**config.mk**
```make
export PLATFORM = sky130hd
export DESIGN_NAME = fir_sample_source
export DESIGN_NICKNAME = d
export VERILOG_FILES = /design/src/rtl/fir_sample_source.sv
export SDC_FILE = /design/constraint.sdc
export NUM_CORES = 1
export LEC_CHECK = 0
export CAP_MARGIN = 15
export CELL_PAD_IN_SITES_DETAIL_PLACEMENT = 1
export CELL_PAD_IN_SITES_GLOBAL_PLACEMENT = 2
export CORE_MARGIN = 3
export CORE_UTILIZATION = 50
export CTS_BUF_LIST = sky130_fd_sc_hd__clkbuf_4 sky130_fd_sc_hd__clkbuf_8
export CTS_CLUSTER_DIAMETER = 150
export DETAILED_ROUTE_END_ITERATION = 12
export PLACE_DENSITY_LB_ADDON = 0.3
export SLEW_MARGIN = 20
export SYNTH_ARGS = -nofsm -noshare
export SYNTH_HDL_FRONTEND = slang
export SYNTH_SLANG_ARGS = --single-unit
```
**constraint.sdc**
```tcl
create_clock -name clk -period 5.76 [get_ports clk]
set_input_delay 1.152 -clock clk [delete_from_list [all_inputs] [get_ports clk]]
set_output_delay 1.152 -clock clk [all_outputs]
set_load 0.01 [all_outputs]
```
**src/rtl/fir_sample_source.sv**
```systemverilog
// fir_sample_source
// Paced sample producer for the FIR filter input stream. Software-written
// signed 16-bit samples are queued in a circular FIFO. One sample is popped
// per rate tick and presented as a single-cycle valid strobe.
//
// Ports:
//   clk, rst_n      system clock, synchronous active-low reset
//   enable          pacing counter runs only while high
//   rate_div        tick period is rate_div+1 cycles (applied at reload)
//   flush           single-cycle FIFO empty request
//   wr_valid/data   sample write from the CSR side; wr_ready = not full
//   signal_valid    one-cycle strobe to the filter
//   signal          sample to the filter; holds between strobes
//   fill_level      FIFO occupancy (registered count)
//   underflow       sticky: a tick found the FIFO empty
//   underflow_clr   single-cycle clear of underflow (a set wins)
module fir_sample_source #(
    parameter int DEPTH = 64,
    parameter int DIV_W = 16
) (
    input  logic                       clk,
    input  logic                       rst_n,
    input  logic                       enable,
    input  logic [DIV_W-1:0]           rate_div,
    input  logic                       flush,
    input  logic                       wr_valid,
    input  logic [15:0]                wr_data,
    output logic                       wr_ready,
    output logic                       signal_valid,
    output logic [15:0]                signal,
    output logic [$clog2(DEPTH):0]     fill_level,
    output logic                       underflow,
    input  logic                       underflow_clr
);

    localparam int AW = $clog2(DEPTH);
    localparam int CW = AW + 1;

    logic [15:0]      mem_q [DEPTH];
    logic [AW-1:0]    wr_ptr_q, wr_ptr_d;
    logic [AW-1:0]    rd_ptr_q, rd_ptr_d;
    logic [CW-1:0]    count_q,  count_d;
    logic [DIV_W-1:0] cnt_q,    cnt_d;
    logic [15:0]      signal_q, signal_d;
    logic             signal_valid_q, signal_valid_d;
    logic             underflow_q, underflow_d;

    logic tick;
    logic fifo_empty;
    logic do_wr;
    logic do_pop;

    assign fifo_empty = (count_q == '0);
    assign wr_ready   = (count_q < CW'(DEPTH));
    assign tick       = enable && (cnt_q == '0);
    // A flush discards any write or pop issued in the same cycle.
    assign do_wr      = wr_valid && wr_ready && !flush;
    assign do_pop     = tick && !fifo_empty && !flush;

    always_comb begin
        cnt_d = cnt_q;
        if (!enable || cnt_q == '0) begin
            cnt_d = rate_div;
        end else begin
            cnt_d = cnt_q - DIV_W'(1);
        end
    end

    always_comb begin
        wr_ptr_d = wr_ptr_q;
        rd_ptr_d = rd_ptr_q;
        count_d  = count_q;
        if (flush) begin
            wr_ptr_d = '0;
            rd_ptr_d = '0;
            count_d  = '0;
        end else begin
            if (do_wr) begin
                wr_ptr_d = wr_ptr_q + AW'(1);
            end
            if (do_pop) begin
                rd_ptr_d = rd_ptr_q + AW'(1);
            end
            case ({do_wr, do_pop})
                2'b10:   count_d = count_q + CW'(1);
                2'b01:   count_d = count_q - CW'(1);
                default: count_d = count_q;
            endcase
        end
    end

    always_comb begin
        signal_d       = signal_q;
        signal_valid_d = do_pop;
        if (do_pop) begin
            signal_d = mem_q[rd_ptr_q];
        end
    end

    // Set on an empty-FIFO tick takes priority over the clear.
    always_comb begin
        underflow_d = underflow_q;
        if (tick && fifo_empty) begin
            underflow_d = 1'b1;
        end else if (underflow_clr) begin
            underflow_d = 1'b0;
        end
    end

    // Sample storage needs no reset: occupancy is governed by the pointers.
    always_ff @(posedge clk) begin
        if (do_wr) begin
            mem_q[wr_ptr_q] <= wr_data;
        end
    end

    always_ff @(posedge clk) begin
        if (!rst_n) begin
            wr_ptr_q       <= '0;
            rd_ptr_q       <= '0;
            count_q        <= '0;
            cnt_q          <= '0;
            signal_q       <= '0;
            signal_valid_q <= 1'b0;
            underflow_q    <= 1'b0;
        end else begin
            wr_ptr_q       <= wr_ptr_d;
            rd_ptr_q       <= rd_ptr_d;
            count_q        <= count_d;
            cnt_q          <= cnt_d;
            signal_q       <= signal_d;
            signal_valid_q <= signal_valid_d;
            underflow_q    <= underflow_d;
        end
    end

    assign signal       = signal_q;
    assign signal_valid = signal_valid_q;
    assign fill_level   = count_q;
    assign underflow    = underflow_q;

endmodule

```
==> results of run 1 <==
-- cell usage after synthesis (10+ instances only) --
| library cell | instances | area share |
|---|---|---|
| sky130_fd_sc_hd__buf_6 | 20 | 0.0053 |
| sky130_fd_sc_hd__buf_1 | 10 | 0.00089 |
| sky130_fd_sc_hd__edfxtp_1 | 1024 | 0.73 |
| sky130_fd_sc_hd__o211a_1 | 15 | 0.0036 |
| sky130_fd_sc_hd__o22ai_1 | 64 | 0.0095 |
| sky130_fd_sc_hd__nand2_1 | 35 | 0.0031 |
| sky130_fd_sc_hd__xor2_1 | 10 | 0.0021 |
| sky130_fd_sc_hd__nor3_1 | 16 | 0.0019 |
| sky130_fd_sc_hd__buf_4 | 12 | 0.0021 |
| sky130_fd_sc_hd__nor2b_1 | 39 | 0.0058 |
| sky130_fd_sc_hd__ha_1 | 10 | 0.0030 |
| sky130_fd_sc_hd__o211ai_1 | 13 | 0.0023 |
| sky130_fd_sc_hd__a22oi_1 | 27 | 0.0048 |
| sky130_fd_sc_hd__mux2i_1 | 115 | 0.027 |
| sky130_fd_sc_hd__a22o_1 | 14 | 0.0029 |
| sky130_fd_sc_hd__buf_2 | 38 | 0.0045 |
| sky130_fd_sc_hd__a21oi_1 | 52 | 0.0062 |
| sky130_fd_sc_hd__nor2_1 | 105 | 0.0093 |
| sky130_fd_sc_hd__a211oi_1 | 51 | 0.0091 |
| sky130_fd_sc_hd__or3_1 | 28 | 0.0041 |
| sky130_fd_sc_hd__xnor2_1 | 12 | 0.0025 |
| sky130_fd_sc_hd__mux2_2 | 64 | 0.017 |
| sky130_fd_sc_hd__mux4_2 | 151 | 0.081 |
| sky130_fd_sc_hd__o21ai_0 | 36 | 0.0043 |
| sky130_fd_sc_hd__dfxtp_1 | 53 | 0.025 |
| sky130_fd_sc_hd__inv_1 | 14 | 0.0012 |
| sky130_fd_sc_hd__clkbuf_1 | 45 | 0.0040 |
| sky130_fd_sc_hd__o221ai_1 | 21 | 0.0044 |
-- cells by family after synthesis --
group                    Yosys count  synth area share
flip-flops                      1077             0.753
multiplexers                     339             0.130
AO/OA/AOI/OAI                    327            0.0550
AND/OR/NAND/NOR                  267            0.0313
buffers and inverters            149            0.0220
XOR/XNOR                          22           0.00456
adder cells (fa/ha/maj)           11           0.00344
-- power by group --
part	leakage [uW]	total [uW]	switching (uW)	internal, uW
sequential	0.00964	8600	12.1	8580
combinational	0.00345	285	219	66.8
clock	0.00175	6300	2980	3310
total	0.0148	15200	3210	12000
-- registers in the layout (all words and copies together), names as in the netlist --
| signal | count |
|---|---|
| mem_q | 1024 |
| wr_ptr_q | 6 |
| fill_level | 7 |
| rd_ptr_q | 6 |
| underflow | 1 |
| signal | 16 |
| signal_valid | 1 |
| cnt_q | 16 |
-- layer usage --
| metal | up-vias | share of wire |
|---|---|---|
| met5 | - | 0.00014 |
| met4 | 2 | 0.034 |
| met3 | 214 | 0.078 |
| met2 | 942 | 0.47 |
| met1 | 11800 | 0.42 |
| li1 | 9451 | - |
-- metrics by stage --
stage | cells | cell area (sq um) | hold slack (ps) | utilization | power (uW)
3_5_place_dp | 3361 | 44300 | 555 | 0.534 | 9050
3_3_place_gp | 3361 | 44300 | 558 | 0.534 | 9030
6_report | 3670 | 47600 | 577 | 0.574 | 15200
5_1_grt | 3670 | 47600 | 588 | 0.574 | 15700
4_1_cts | 3668 | 47600 | 575 | 0.574 | 15300
2_1_floorplan | 2192 | 42200 | 526 | - | 8830
-- cell type report --
cell class	instances	share of cell area
inverter	14	0.00110
multi-input combinational	966	0.200
antenna	2	0.000105
tap	1123	0.0295
timing repair buffer	181	0.0307
sequential	1077	0.669
clock inverter	69	0.00852
clock buffer	238	0.0608
-- how the worst max path moves through the flow --
| stage | startpoint | to | slack, ps | cells after the start |
|---|---|---|---|---|
| final | cnt_q[4]$_SDFF_PN0_ | fill_level[6]$_SDFFE_PP0P_ | 1440 | 13 |
| after detailed placement | enable | fill_level[6]$_SDFFE_PP0P_ | 1220 | 12 |
| after global placement | enable | fill_level[6]$_SDFFE_PP0P_ | 1260 | 12 |
| after floorplan | enable | fill_level[6]$_SDFFE_PP0P_ | 2020 | 11 |
| after CTS | cnt_q[4]$_SDFF_PN0_ | fill_level[6]$_SDFFE_PP0P_ | 1450 | 13 |
| after global routing | cnt_q[4]$_SDFF_PN0_ | fill_level[6]$_SDFFE_PP0P_ | 990 | 13 |
-- tightest hold or removal path, cell delays in order, from the launching register on --
cell                      delay, ps
sky130_fd_sc_hd__dfxtp_1        320
sky130_fd_sc_hd__o21ai_0        170
sky130_fd_sc_hd__a21oi_1         40
==> results.cfg, run 1 <==
[sta]
timing_hold_violations_final = 0
timing.final.crit_period_ps = 4320
fin_tns_setup_ps = 0
post-route-period-util = 0.750
final.setup_skew_ps = 38.7
worst_slew_pin_slew_ps = 1090
timing.final.ws_setup_ps = 1440
rsz0062_at_grt = false
setup_viol = 0
final-max-slew-violation-count = 0
fmax_mhz = 232
worst_slew_margin_relative_to_its_limit = 0.273

[floorplan]
row_count = 105
pin_count = 64
floorplan.die_area_sq_um = 88000
core_area_sq_um = 82900
chipWidth_um = 297
initial_core_util = 0.509
die_y_um = 297

[finish]
layout.cells.most_common = sky130_fd_sc_hd__edfxtp_1
layout.cells.most_common_list = sky130_fd_sc_hd__edfxtp_1, sky130_fd_sc_hd__clkbuf_8, sky130_fd_sc_hd__mux4_2
area.sequential_sq_um = 31800
syn_to_final_growth_pct = 12.6
multi_input_area_sq_um = 9520
fin_nets = 2462
filler_cell_count = 7261
fraction_of_layout_instances_using_a_drive_strength_above_1 = 0.250

[setup_path]
critical_path.cell_chain = nor4_1, and4b_1, nand4_1, nor2_1, buf_4, ha_1, ha_1, nor2b_1, o21ai_0, a21boi_0, or4_1, a311oi_1, a41o_1
crit-reg2reg-capture = fill_level[6]$_SDFFE_PP0P_
path_common_cell = sky130_fd_sc_hd__ha_1
crit_buf_inv = 1
reg2reg_from = cnt_q[4]$_SDFF_PN0_
critical_path_class = register to register
critical_path.top_delay_family = simple AND/OR/NAND/NOR gates
critical_path.max_fanout = 17
reg2reg_slack_ps = 1440
rr_worst_depth = 13
cp-end-kind = register
critical_path_arrival_ps = 5090
critPathMaxStageDelay_ps = 600
critPathRequiredTime_ps = 6530
crit_path_start_kind = register
cpMaxStageDelayCell = sky130_fd_sc_hd__nor4_1

[cts]
cts_made_buffers = 173
clk-insertion-delay-late_ps = 820
tritoncts = done
cts_hold_buffers = 0
cts.sink_count = 1077
ctsRootBufferMaster = sky130_fd_sc_hd__clkbuf_8
post-cts-setup-buffers = 0
cts-resized-gates = 0
ctsLongestPathBuffers = 3
clk_transition_reported_paths_ps = 60
htreeDepth = 4

[global_route]
use_met2 = 0.390
grt_start_max_net_pins = 65
globalRoute.busiestLayer = met2
global_route.usage.total = 0.256
grt.overflow.total = 0
number_of_global_route_vias_before_repair = 23300
met1_usage = 0.374
antenna_found_initial = 5
global_route.usage.met3 = 0.0459
global_route_wire_length_before_repair_mm = 161

[logic_synthesis]
syn-num-nets = 2241
synth_flop_cell = sky130_fd_sc_hd__edfxtp_1
ys_seq_area_frac = 0.753
syn_inst = 2192
synth_warnings = 0
post_synth_cell_types = 64
netlist_area_sq_um = 42200
async_reset_ff_frac = 0
synth_edf_count = 1024
synth.avg_cell_area_sq_um = 19.3
ys_ff_latch = 1077

[place]
detailedPlace.worstSlack_ps = 1220
io_buffers = 63
finalWeightedCongestion = 0.817
detailed_place_hpwl_mm = 65.7

[min_path]
min_from = signal[4]$_SDFFE_PN0P_
min_delay_path_depth = 2
timing.hold.worst_endpoint = signal[4]$_SDFFE_PN0P_
min_path_type = register to register

[detailed_routing]
routed_wire_length_per_instance_um = 30.1
postRouteAntennaNets = 0
drt_first_pass_iters = 6
vias = 22400
drc = 0
finalWirelength_mm = 111
avgViaCountPerCell = 6.10
initialDrtViolationCount = 2401

[power_and_ir_drop]
peakVddDrop_mv = 0.225
cellLeakagePower_uw = 0.0148
power_density_nw_per_um2 = 319

[flow_run]
max_cap_viol_count = 0

[status]
status = finished, final reports clean
Power figures use the tool's default switching activity.
==> run 2: changes to the inputs <==
==> constraint.sdc (replaced) <==
create_clock -name clk -period 4.15 [get_ports clk]
set_input_delay 0.83 -clock clk [delete_from_list [all_inputs] [get_ports clk]]
set_output_delay 0.83 -clock clk [all_outputs]
set_load 0.01 [all_outputs]
==> results.cfg, run 2 (synthesized netlist as in run 1, its figures left out) <==
[cts]
tritoncts = done
post-cts-setup-buffers = 0
cts-resized-gates = 0
cts_made_buffers = 171
clk_transition_reported_paths_ps = 60
cts.sink_count = 1077
clk-insertion-delay-late_ps = 860
ctsLongestPathBuffers = 3
ctsRootBufferMaster = sky130_fd_sc_hd__clkbuf_8
htreeDepth = 4
cts_hold_buffers = 0

[place]
detailedPlace.worstSlack_ps = 281
finalWeightedCongestion = 0.867
detailed_place_hpwl_mm = 69.6
io_buffers = 63
post_placement_cell_area_sq_um = 44600

[setup_path]
path_common_cell = sky130_fd_sc_hd__ha_1
timing_startpoint_of_the_critical_path = cnt_q[4]$_SDFF_PN0_
critical_path.cell_chain = nor4_1, and4b_1, nand4_1, nor2_1, ha_1, ha_1, nor2b_1, o21ai_0, a21boi_0, or4_1, a311oi_1, a41o_1
cp-end-kind = register
crit-reg2reg-capture = fill_level[6]$_SDFFE_PP0P_
critical_path_class = register to register
critPathMaxStageDelay_ps = 530
crit_path_start_kind = register
critical_path_arrival_ps = 4560
critPathRequiredTime_ps = 4920
reg2reg_slack_ps = 360
cpMaxStageDelayCell = sky130_fd_sc_hd__or4_1
reg2reg_from = cnt_q[4]$_SDFF_PN0_
rr_worst_depth = 12
critical_path.max_fanout = 8

[detailed_routing]
drc = 0
finalWirelength_mm = 112
drt_first_pass_iters = 5
initialDrtViolationCount = 2303
routed_wire_length_per_instance_um = 30.2
vias = 22600
avgViaCountPerCell = 6.10
postRouteAntennaNets = 0

[sta]
timing_hold_violations_final = 0
final-max-slew-violation-count = 0
timing.final.crit_period_ps = 3790
setup_viol = 0
fmax_mhz = 264
final.setup_skew_ps = 44.3
rsz0062_at_grt = false
timing.final.ws_setup_ps = 360
fin_tns_setup_ps = 0
fin_hold_ws_ps = 542
worst_slew_pin_slew_ps = 1100
worst_slew_margin_relative_to_its_limit = 0.269
post-route-period-util = 0.913

[min_path]
min_from = wr_data[1]
timing.hold.worst_endpoint = mem_q[16][1]$_DFFE_PP_
min_delay_path_depth = 1
min_path_type = input pin to register

[power_and_ir_drop]
cellLeakagePower_uw = 0.0150
peakVddDrop_mv = 0.295
pnr_total_power_uw = 21100
power_density_nw_per_um2 = 441

[floorplan]
initial_core_util = 0.509
chipWidth_um = 297
row_count = 105
core_area_sq_um = 82900
floorplan.die_area_sq_um = 88000
die_y_um = 297
pin_count = 64

[finish]
layout.cell_area.non_filler_sq_um = 47900
top_reg_by_flops = mem_q
syn_to_final_growth_pct = 13.4
layout.cells.most_common_list = sky130_fd_sc_hd__edfxtp_1, sky130_fd_sc_hd__clkbuf_8, sky130_fd_sc_hd__mux4_2
layout.cells.most_common = sky130_fd_sc_hd__edfxtp_1
fraction_of_layout_instances_using_a_drive_strength_above_1 = 0.258
fin_nets = 2493
largest_register_ffs = 1024

[global_route]
number_of_global_route_vias_before_repair = 23700
global_route_wire_length_before_repair_mm = 163
global_route.usage.total = 0.261
antenna_found_initial = 3
grt_start_max_net_pins = 72
grt.overflow.total = 0

[flow_run]
max_cap_viol_count = 0

[status]
status = finished, final reports clean
==> run 2: cell count changes in the layout (fill, tap and decap cells not counted), sizes merged <==
| cell | change |
|---|---|
| bufinv | +2 |
| inv | -2 |
| clkbuf | -18 |
| clkinv | +19 |
| buf | +33 |
| clkinvlp | +2 |
==> run 2: how the worst max path moves through the flow <==
stage | to | slack [ps] | depth (start not counted)
floorplan | fill_level[6]$_SDFFE_PP0P_ | 470 | 13
global route | fill_level[6]$_SDFFE_PP0P_ | 7 | 12
finish | fill_level[6]$_SDFFE_PP0P_ | 360 | 12
global placement | fill_level[6]$_SDFFE_PP0P_ | 290 | 12
CTS | fill_level[6]$_SDFFE_PP0P_ | 360 | 12
detailed placement | fill_level[6]$_SDFFE_PP0P_ | 280 | 12
==> run 2: final cells by class <==
| type | instances | area, sq um |
|---|---|---|
| well taps | 1123 | 1410 |
| repair buffers | 214 | 1770 |
| clock buffers | 220 | 2730 |
| clock inverters | 90 | 603 |
| inverters | 14 | 52.6 |
| multi-input cells | 966 | 9510 |
| fillers | 7312 | 35000 |
| diodes | 2 | 5.00 |
| flip-flops and latches | 1077 | 31800 |
==> run 2: worst max-delay path: cells and delay by family (launching register included) <==
kind / cells / cell delay (ps)
AND/OR/NAND/NOR: 6 / 1940
flip-flops: 1 / 330
AO/OA/AOI/OAI: 4 / 760
adder cells (fa/ha/maj): 2 / 710
==> run 2: per-stage QoR <==
step | std cells | utilization
2_1_floorplan | 2192 | -
3_3_place_gp | 3394 | 0.537
3_5_place_dp | 3394 | 0.537
4_1_cts | 3704 | 0.578
5_1_grt | 3705 | 0.578
6_report | 3706 | 0.578
==> run 2: power by group <==
part           total (uW)  internal (uW)  switching (uW)
combinational         401           96.8             304
clock                8810           4550            4250
sequential          11900          11900            16.8
total               21100          16600            4580
==> run 2: layer usage <==
| metal | global-route usage | routed length, um | part of all wire | vias up |
|---|---|---|---|---|
| li1 | - | - | - | 9519 |
| met1 | 0.364 | 46400 | 0.41 | 11900 |
| met2 | 0.410 | 53100 | 0.47 | 1011 |
| met3 | 0.0580 | 9010 | 0.080 | 195 |
| met4 | 0.0901 | 3450 | 0.031 | 0 |
| met5 | 0 | 0 | 0 | - |
